File: config.mk
export PLATFORM = sky130hd
export DESIGN_NAME = ibex_trace_packer_flat
export DESIGN_NICKNAME = d
export VERILOG_FILES = /design/src/rtl/ibex_trace_packer_pkg.sv /design/src/rtl/ibex_trace_packer_if.sv /design/src/rtl/ibex_trace_fifo_3w1r.sv /design/src/rtl/ibex_trace_packer.sv /design/src/flat_wrapper.sv
export SDC_FILE = /design/constraint.sdc
export NUM_CORES = 2
export LEC_CHECK = 0
export BUFFER_PORTS_ARGS = -buffer_cell sky130_fd_sc_hd__buf_2
export CAP_MARGIN = 20
export CORE_MARGIN = 1.5
export CORE_UTILIZATION = 45
export DETAILED_ROUTE_END_ITERATION = 16
export GPL_TIMING_DRIVEN = 1
export SKIP_CTS_REPAIR_TIMING = 1
export SKIP_LAST_GASP = 1
export SLEW_MARGIN = 20
export SYNTH_ARGS = -nofsm -noshare
export SYNTH_HDL_FRONTEND = slang
export SYNTH_SLANG_ARGS = --single-unit
File: constraint.sdc
create_clock -name clk -period 18.2 [get_ports clk]
set_input_delay 0.91 -clock clk [delete_from_list [all_inputs] [get_ports clk]]
set_output_delay 0.91 -clock clk [all_outputs]
set_load 0.02 [all_outputs]
File: src/rtl/ibex_trace_packer_pkg.sv
// Shared types and constants for the Ibex trace packer.
package ibex_trace_pkg;

  localparam int unsigned TS_W   = 28;
  localparam int unsigned DROP_W = 16;

  typedef enum logic [2:0] {
    KIND_IF            = 3'd0,
    KIND_IF_START      = 3'd1,
    KIND_IF_END        = 3'd2,
    KIND_IDEX          = 3'd3,
    KIND_IDEX_MULT_END = 3'd4,
    KIND_OVERFLOW      = 3'd5
  } trace_kind_e;

  typedef struct packed {
    trace_kind_e       kind;
    logic              c;
    logic [TS_W-1:0]   ts;
    logic [31:0]       pc;
    logic [31:0]       data;
  } trace_rec_t;

  localparam int unsigned REC_W = $bits(trace_rec_t);

  // Admission state: passing events through, or owing an overflow marker.
  typedef enum logic {
    ST_PASS = 1'b0,
    ST_PEND = 1'b1
  } adm_state_e;

  // Drop counter add that sticks at all-ones.
  function automatic logic [DROP_W-1:0] drop_sat_add(input logic [DROP_W-1:0] a,
                                                     input logic [1:0]        b);
    logic [DROP_W:0] s;
    s = {1'b0, a} + (DROP_W + 1)'(b);
    return s[DROP_W] ? {DROP_W{1'b1}} : s[DROP_W-1:0];
  endfunction

endpackage

File: src/rtl/ibex_trace_packer_if.sv
// Event inputs and record output stream of the trace packer.
interface ibex_trace_packer_if;

  logic        if_ev_valid;
  logic [1:0]  if_ev_kind;
  logic [31:0] if_pc;
  logic [31:0] if_insn;
  logic        if_c;
  logic [15:0] if_c_insn;
  logic        idex_ev_valid;
  logic        idex_ev_kind;
  logic [31:0] idex_pc;
  logic        out_valid;
  logic [95:0] out_data;
  logic        out_ready;

  modport master (
    output if_ev_valid, if_ev_kind, if_pc, if_insn, if_c, if_c_insn,
    output idex_ev_valid, idex_ev_kind, idex_pc, out_ready,
    input  out_valid, out_data
  );

  modport slave (
    input  if_ev_valid, if_ev_kind, if_pc, if_insn, if_c, if_c_insn,
    input  idex_ev_valid, idex_ev_kind, idex_pc, out_ready,
    output out_valid, out_data
  );

endinterface

File: src/rtl/ibex_trace_fifo_3w1r.sv
// FIFO with up to three ordered writes per cycle and a show-ahead read.
// Writers must never exceed the free space seen at the start of the cycle.
module ibex_trace_fifo_3w1r #(
  parameter int unsigned DEPTH = 16,
  parameter int unsigned W     = 96
) (
  input  logic                     clk,
  input  logic                     rst_n,
  input  logic [1:0]               wr_cnt,
  input  logic [W-1:0]             wr_data [3],
  output logic                     rd_valid,
  output logic [W-1:0]             rd_data,
  input  logic                     rd_ready,
  output logic [$clog2(DEPTH):0]   level
);

  localparam int unsigned AW = $clog2(DEPTH);
  localparam int unsigned LW = AW + 1;

  logic [W-1:0]  mem [DEPTH];
  logic [AW-1:0] wr_ptr;
  logic [AW-1:0] rd_ptr;
  logic          pop;

  assign rd_valid = (level != '0);
  assign rd_data  = mem[rd_ptr];
  assign pop      = rd_valid && rd_ready;

  // Storage, pointers and occupancy.
  always_ff @(posedge clk) begin
    if (!rst_n) begin
      for (int i = 0; i < int'(DEPTH); i++) mem[i] <= '0;
      wr_ptr <= '0;
      rd_ptr <= '0;
      level  <= '0;
    end else begin
      for (int i = 0; i < 3; i++) begin
        if (2'(i) < wr_cnt) mem[wr_ptr + AW'(i)] <= wr_data[i];
      end
      wr_ptr <= wr_ptr + AW'(wr_cnt);
      rd_ptr <= rd_ptr + AW'(pop);
      level  <= level + LW'(wr_cnt) - LW'(pop);
    end
  end

endmodule

File: src/rtl/ibex_trace_packer.sv
// Timestamps, formats and buffers Ibex IF/IDEX trace events with loss markers.
module ibex_trace_packer
  import ibex_trace_pkg::*;
#(
  parameter int unsigned DEPTH = 16,
  parameter int unsigned TS_W  = 28
) (
  input  logic                   clk,
  input  logic                   rst_n,
  input  logic                   enable,
  ibex_trace_packer_if.slave     bus,
  output logic [$clog2(DEPTH):0] fifo_level,
  output logic                   lost
);

  localparam int unsigned LW = $clog2(DEPTH) + 1;

  logic [TS_W-1:0]   ts_q;
  adm_state_e        state_q, state_d;
  logic [DROP_W-1:0] drop_q, drop_d;
  logic              lost_d;
  logic              if_acc, idex_acc;
  logic [1:0]        n;
  logic [LW-1:0]     free;
  trace_rec_t        if_rec, idex_rec, ovf_rec;
  logic              emit_mark, admit;
  logic [1:0]        wr_cnt;
  logic [REC_W-1:0]  wr_data [3];

  assign if_acc   = enable && bus.if_ev_valid && (bus.if_ev_kind != 2'd3);
  assign idex_acc = enable && bus.idex_ev_valid;
  assign n        = {1'b0, if_acc} + {1'b0, idex_acc};
  assign free     = LW'(DEPTH) - fifo_level;

  // Free-running capture timestamp.
  always_ff @(posedge clk) begin
    if (!rst_n) ts_q <= '0;
    else        ts_q <= ts_q + TS_W'(1);
  end

  // Record formatting for the three possible writes of a cycle.
  always_comb begin
    if_rec      = '0;
    if_rec.kind = trace_kind_e'({1'b0, bus.if_ev_kind});
    if_rec.ts   = ts_q;
    if (bus.if_ev_kind != 2'd1) begin
      if_rec.c    = bus.if_c;
      if_rec.pc   = bus.if_pc;
      if_rec.data = bus.if_c ? {16'h0, bus.if_c_insn} : bus.if_insn;
    end

    idex_rec      = '0;
    idex_rec.kind = bus.idex_ev_kind ? KIND_IDEX_MULT_END : KIND_IDEX;
    idex_rec.ts   = ts_q;
    idex_rec.pc   = bus.idex_pc;

    ovf_rec      = '0;
    ovf_rec.kind = KIND_OVERFLOW;
    ovf_rec.ts   = ts_q;
    ovf_rec.data = {16'h0, drop_q};
  end

  // Admission state, drop counter and sticky loss flag.
  always_ff @(posedge clk) begin
    if (!rst_n) begin
      state_q <= ST_PASS;
      drop_q  <= '0;
      lost    <= 1'b0;
    end else begin
      state_q <= state_d;
      drop_q  <= drop_d;
      lost    <= lost_d;
    end
  end

  // All-or-nothing admission; marker, then IF, then IDEX compacted into write slots.
  always_comb begin
    state_d    = state_q;
    drop_d     = drop_q;
    lost_d     = lost;
    emit_mark  = 1'b0;
    admit      = 1'b0;
    wr_cnt     = '0;
    wr_data[0] = '0;
    wr_data[1] = '0;
    wr_data[2] = '0;

    unique case (state_q)
      ST_PASS: begin
        if (free >= LW'(n)) begin
          admit = 1'b1;
        end else begin
          state_d = ST_PEND;
          drop_d  = DROP_W'(n);
          lost_d  = 1'b1;
        end
      end
      ST_PEND: begin
        if (free >= LW'(n) + LW'(1)) begin
          emit_mark = 1'b1;
          admit     = 1'b1;
          state_d   = ST_PASS;
          drop_d    = '0;
        end else begin
          drop_d = drop_sat_add(drop_q, n);
        end
      end
    endcase

    if (emit_mark) begin
      wr_data[wr_cnt] = ovf_rec;
      wr_cnt          = wr_cnt + 2'd1;
    end
    if (admit && if_acc) begin
      wr_data[wr_cnt] = if_rec;
      wr_cnt          = wr_cnt + 2'd1;
    end
    if (admit && idex_acc) begin
      wr_data[wr_cnt] = idex_rec;
      wr_cnt          = wr_cnt + 2'd1;
    end
  end

  ibex_trace_fifo_3w1r #(
    .DEPTH (DEPTH),
    .W     (REC_W)
  ) u_fifo (
    .clk      (clk),
    .rst_n    (rst_n),
    .wr_cnt   (wr_cnt),
    .wr_data  (wr_data),
    .rd_valid (bus.out_valid),
    .rd_data  (bus.out_data),
    .rd_ready (bus.out_ready),
    .level    (fifo_level)
  );

endmodule

File: src/flat_wrapper.sv
// flat-port wrapper written by rule: the top's interface ports become plain ports
module ibex_trace_packer_flat import ibex_trace_pkg::*;
#(
  parameter int unsigned DEPTH = 16,
  parameter int unsigned TS_W  = 28
)
  (clk, rst_n, enable, fifo_level, lost, bus_if_ev_valid, bus_if_ev_kind, bus_if_pc, bus_if_insn, bus_if_c, bus_if_c_insn, bus_idex_ev_valid, bus_idex_ev_kind, bus_idex_pc, bus_out_ready, bus_out_valid, bus_out_data);
  ibex_trace_packer_if bus_i ();
  input  logic clk;
  input  logic rst_n;
  input  logic enable;
  output logic [$clog2(DEPTH):0] fifo_level;
  output logic lost;
  input wire logic [$bits(bus_i.if_ev_valid)-1:0] bus_if_ev_valid;
  input wire logic [$bits(bus_i.if_ev_kind)-1:0] bus_if_ev_kind;
  input wire logic [$bits(bus_i.if_pc)-1:0] bus_if_pc;
  input wire logic [$bits(bus_i.if_insn)-1:0] bus_if_insn;
  input wire logic [$bits(bus_i.if_c)-1:0] bus_if_c;
  input wire logic [$bits(bus_i.if_c_insn)-1:0] bus_if_c_insn;
  input wire logic [$bits(bus_i.idex_ev_valid)-1:0] bus_idex_ev_valid;
  input wire logic [$bits(bus_i.idex_ev_kind)-1:0] bus_idex_ev_kind;
  input wire logic [$bits(bus_i.idex_pc)-1:0] bus_idex_pc;
  input wire logic [$bits(bus_i.out_ready)-1:0] bus_out_ready;
  output wire logic [$bits(bus_i.out_valid)-1:0] bus_out_valid;
  output wire logic [$bits(bus_i.out_data)-1:0] bus_out_data;
  assign bus_i.if_ev_valid = bus_if_ev_valid;
  assign bus_i.if_ev_kind = bus_if_ev_kind;
  assign bus_i.if_pc = bus_if_pc;
  assign bus_i.if_insn = bus_if_insn;
  assign bus_i.if_c = bus_if_c;
  assign bus_i.if_c_insn = bus_if_c_insn;
  assign bus_i.idex_ev_valid = bus_idex_ev_valid;
  assign bus_i.idex_ev_kind = bus_idex_ev_kind;
  assign bus_i.idex_pc = bus_idex_pc;
  assign bus_i.out_ready = bus_out_ready;
  assign bus_out_valid = bus_i.out_valid;
  assign bus_out_data = bus_i.out_data;
  ibex_trace_packer #(.DEPTH(DEPTH), .TS_W(TS_W)) u_core (.clk(clk), .rst_n(rst_n), .enable(enable), .bus(bus_i), .fifo_level(fifo_level), .lost(lost));
endmodule
# [Word-level counts from Yosys, hierarchy flattened]
# Memory sizes are Yosys's and may differ from the RTL's. A register that Yosys moved wholly into a read port is not among the register bits.
# Cells that the tools add are included.
[word_totals] latch_bits=0 romBits=0 mem_count=1 mem_bits_rw=1536 register_bits=59 word_cells=97
[memory_table] name="u_core.u_fifo.mem" depth=16 word_bits=96 rd=1 rd_clocked_by_memory_dff=1 wr=16 line_no="ibex_trace_fifo_3w1r.sv:20" source="logic [W-1:0] mem [DEPTH];"
[classes] n_eq_ne=3 shifts=0 magnitude_cmp=9 reduce_logical=13 mul=0 add_sub_neg=13 n_bitwise=4 n_div=0 n_mux=47
[op_table] op="288-bit bitwise mux" count=2
[op_table] op="288-bit 2-to-1 mux" count=2
[op_table] op="96-bit 2-to-1 mux" count=6
[op_table] op="96-bit demux with 2-bit select" count=2
[op_table] op="96-bit OR reduction" count=3
[op_table] op="64-bit 2-to-1 mux" count=1
[op_table] op="16-bit 2-to-1 mux" count=3
[op_table] op="32-bit 2-to-1 mux" count=1
[op_table] op="16-bit case mux with 2 select lines" count=1
[op_table] op="28-bit by 1-bit adder with 28-bit output (second input constant)" count=1
[op_table] op="1-bit 2-to-1 mux" count=20
[op_table] op="16-bit by 2-bit adder with 17-bit output" count=1
[op_table] op="4-bit 2-to-1 mux" count=4
[op_table] op="1-bit logical AND" count=8
[op_table] op="3-bit greater-or-equal comparator (second input constant)" count=2
[op_table] op="3-bit by 1-bit less-than comparator with 1-bit output (second input constant)" count=2
[op_table] op="5-bit by 2-bit adder with 5-bit output" count=1
[op_table] op="5-bit by 2-bit greater-or-equal comparator with 1-bit output" count=1
[op_table] op="5-bit greater-or-equal comparator" count=1
[op_table] op="5-bit nonzero test" count=1
[op_table] op="5-bit by 1-bit subtractor with 5-bit output" count=1
[op_table] op="5-bit subtractor (first input constant)" count=1
[op_table] op="4-bit by 1-bit adder with 4-bit output" count=1
[op_table] op="4-bit by 1-bit adder with 4-bit output (second input constant)" count=1
[op_table] op="17 further kinds" count=22

# [Depth between registers and ports, before layout]
[depth] word_depth=18 mapped_depth=28 ltp_nobuf=24

# [Hierarchy]
# From an unflattened synthesis, not the netlist that was laid out.
[hier_totals] hier_cells=7897 hier_area_um2=89375.7
[by_module_without_submodules] mod="ibex_trace_fifo_3w1r" seq_area_each_um2=46384.5 area_each_um2=83866.7 instances=1 cells_per_inst=7147
[by_module_without_submodules] mod="ibex_trace_packer" seq_area_each_um2=920.9 area_each_um2=5509.0 instances=1 cells_per_inst=750

# [Worst setup path before layout]
# OpenSTA, ideal clock, no wires.
[synth_path] path_type="in2reg" start="input bus_if_ev_valid" end="memory u_core.u_fifo.mem[2][0] (enable)" path_buffers=6 required_ns=16.861 arrival_time_ns=7.927 path_slack_ns=8.935 stages=23 cell_sequence="a21boi_0 > nand2_1 > inv_1 > clkbuf_1 > ha_1 > inv_1 > ha_1 > a211oi_1 > a211oi_4 > nand2_1 > buf_2 > nand2_1 > ha_1 > clkbuf_1 > and3_1 > clkbuf_1 > nand2_1 > a21oi_2 > nor2_2 > buf_2 > nand3_1 > clkbuf_1 > nand4_1"
[synth_rtl] item="start, declared" line_no="flat_wrapper.sv:14" source="input wire logic [$bits(bus_i.if_ev_valid)-1:0] bus_if_ev_valid;"
[synth_rtl] item="end, declared" line_no="ibex_trace_fifo_3w1r.sv:20"

==> summary.txt <==
Cell Count, Final, Fillers Out = 8740
number of flops mapped to enable cells by yosys = 1536
Root Buffer = clkbuf_16
# IOs = 225
layout cell share with drive strength beyond 1 = 21.3%
Core Footprint = 183000 um^2
reg-to-reg startpoint = u_core.u_fifo.level[0]
Setup CP Type = in2reg
flops & latches, synth = 1595
antenna viol nets, final = 0
origin of the worst min-delay path = u_core.ts_q[0]
# placed instances = 8404
Final Core Density = 50.3%
Via density = 7.65
Cells after Synth = 6370
row count = 157
CP max stage cell = nand3_4
Worst Setup Slack post-DPL = 9.52 ns
Final Hold Viols = 0
TritonCTS Buffers = 176
max capacitance violation total = 0
Worst Clk Skew = 0.0444 ns
drt drc = 0
worst path cell trace = buf_2 -> a21boi_0 -> nand2_1 -> inv_1 -> ha_1 -> inv_1 -> ha_1 -> a211oi_1 -> a211oi_4 -> buf_4 -> nand2_1 -> nand2_1 -> ha_1 -> inv_1 -> nor2_1 -> a31oi_4 -> buf_4 -> nand2_2 -> nand3_4 -> nand4_1 -> buf_4 -> buf_4
Ys Warns = 0
global-route wire length before repair = 481 mm
Max Fanout on Critical Path = 46
Post-synth ARST share = 0%
slew margin rel. = 14.1%
vias = 66800
Final period util = 44.8%
Setup TNS = 0 ns
Synth area leaders = edfxtp_1 (56%), mux4_2 (13%), o221ai_1 (10%), nand2_1 (5.3%), o22ai_1 (4.0%)
CP max stage delay = 0.98 ns
worst hold margin = 0.517 ns
largest area contributor in the netlist = edfxtp_1
Clock Latency Late Sink = 0.87 ns
post-route cell area = 92100 um^2
RSZ-0062 raised after global routing = no
synthesized cell area = 83000 um^2
Mean Syn Cell Area = 13.0 um^2
Seq/Total Area, Yosys = 57.0%
starting density of the core = 45.3%
Crit path max-delay family = buffers and inverters
crit path launch type = input pin
worst setup margin = 10.05 ns
area delta synth->final = 11.0%
Die ar. = 187000 um^2
largest net degree at the start of global routing = 127
endpoints failing setup = 0
initial antenna violation count = 15
starting DRC count in detailed routing = 11800
DRT Pass-1 Iters = 6
Worst R2R End = u_core.u_fifo.mem[6][41]
Crit path buffers/inverters = 8
ys flop type = edfxtp_1
WHS Path Cells = 1
Synth top area share = 55.6%
post-synthesis cell type count = 69
length in cells of the worst reg-to-reg path = 20
PortBufs = 224
CP endpoint kind = flop
WL/cell = 39.2 um
Peak VDD IR = 0.0000897 V
Synth Net Count = 6520
routability cong. = 0.935
Design Power = 10.4 mW
vias in the first global route = 64800
Worst Hold Class = reg2reg
routed wire length = 343 mm
GRT overflow = 0
most used cell, CP = buf_4
WP data arrival = 8.60 ns
H-tree level count = 4
worst-margin pin slew = 1.29 ns
overall routing resource usage = 36.0%
PD cells = 112 nW/um^2
Die X-Extent = 432 um
setup slack, reg-to-reg = 10.47 ns
# fillers = 15600
outcome = complete, no violations
Min Clock Period, post-route = 8.15 ns
Lkg Pwr = 28.0 nW
placed cell area = 86300 um^2
Die Span Y = 432 um
critical path required time = 18.66 ns
layout net count = 6273
fmax = 123 MHz
DPL Wire Length = 181 mm
CTS tree = built
Clock transition at path regs = 0.06 ns
clock tree buffer depth = 3
clk sink count = 1595
max-slew violation count = 0
Worst Hold End = u_core.ts_q[0]
## cells in the final DEF, fill, tap and decap left out, drive strengths merged, types with 45 or more instances in the layout
cell       n
a21oi     94
a22oi     54
buf      436
clkbuf   242
clkinv    66
dfxtp     59
edfxtp  1536
mux4     480
nand2   1166
nand3     95
nor2      91
nor3      63
o21ai     45
o221ai   966
o22ai    530
## final cells by class
cell class                 instances  area [um^2]  area share (%)
clock buffer                     242         4730            5.14
multi-input combinational       3884        33200            36.1
tap                             2464         3080            3.35
sequential                      1595        47300            51.4
inverter                          30          113           0.122
antenna                            5         12.5          0.0136
timing repair buffer             436         2800            3.03
clock inverter                    84          832           0.903
## routing by layer
metal | GRT usage, % | vias up | share of wire [%]
li1 | - | 25900 | -
met1 | 46.4 | 33600 | 34
met2 | 54.5 | 6115 | 45
met3 | 9.81 | 1260 | 14
met4 | 21.7 | 11 | 6.8
met5 | 0 | - | 0.025
## sequential cells by signal (all words and copies together) (netlist names)
name,cells
u_core.u_fifo.wr_ptr,4
u_core.lost,1
u_core.u_fifo.mem,1536
u_core.state_q,1
u_core.drop_q,16
u_core.u_fifo.rd_ptr,4
u_core.u_fifo.level,5
u_core.ts_q,28
## cells by family (layout without fill, tap and decap cells)
family	Yosys count	count (layout)	synth area share, %
DFF	1595	1595	57.0
AOI/OAI and AO/OA	1823	1823	17.2
muxes	500	500	13.3
and+or+nand+nor	1500	1500	7.34
other	0	5	0
buffers and inverters	891	792	4.37
adders and majority gates	28	28	0.449
xor gates and xnor gates	33	33	0.348
## where the power goes
group | switching [mW] | internal [mW] | total, mW
registers | 0.110 | 4.24 | 4.35
logic | 1.58 | 0.887 | 2.47
clock network | 1.57 | 1.97 | 3.54
total | 3.26 | 7.09 | 10.4
## how the worst max path moves through the flow
stage | cells after the start | slack [ns] | start | to
floorplan | 23 | 8.93 | bus_if_ev_valid | u_core.u_fifo.mem[2][0]
global placement | 21 | 9.34 | bus_if_ev_valid | u_core.u_fifo.mem[4][45]
detailed placement | 22 | 9.52 | bus_if_ev_valid | u_core.u_fifo.mem[8][17]
CTS | 22 | 10.36 | bus_if_ev_valid | u_core.u_fifo.mem[8][26]
global route | 22 | 9.90 | bus_if_ev_kind[0] | u_core.u_fifo.mem[8][25]
finish | 22 | 10.05 | bus_if_ev_valid | u_core.u_fifo.mem[6][41]
## cell usage after synthesis (24+ instances only)
master,n
nand3_1,90
nor3_1,63
edfxtp_1,1536
a21boi_1,24
nand2_1,1164
inv_1,29
buf_1,71
dfxtp_1,59
nor2_1,87
o22ai_1,529
a21oi_1,88
mux4_2,480
buf_2,210
o211ai_1,32
o21ai_0,33
ha_1,25
a22oi_1,54
o221ai_1,966
nand4_1,33
clkbuf_1,576
Note: power is estimated with default switching activity, not from simulation.
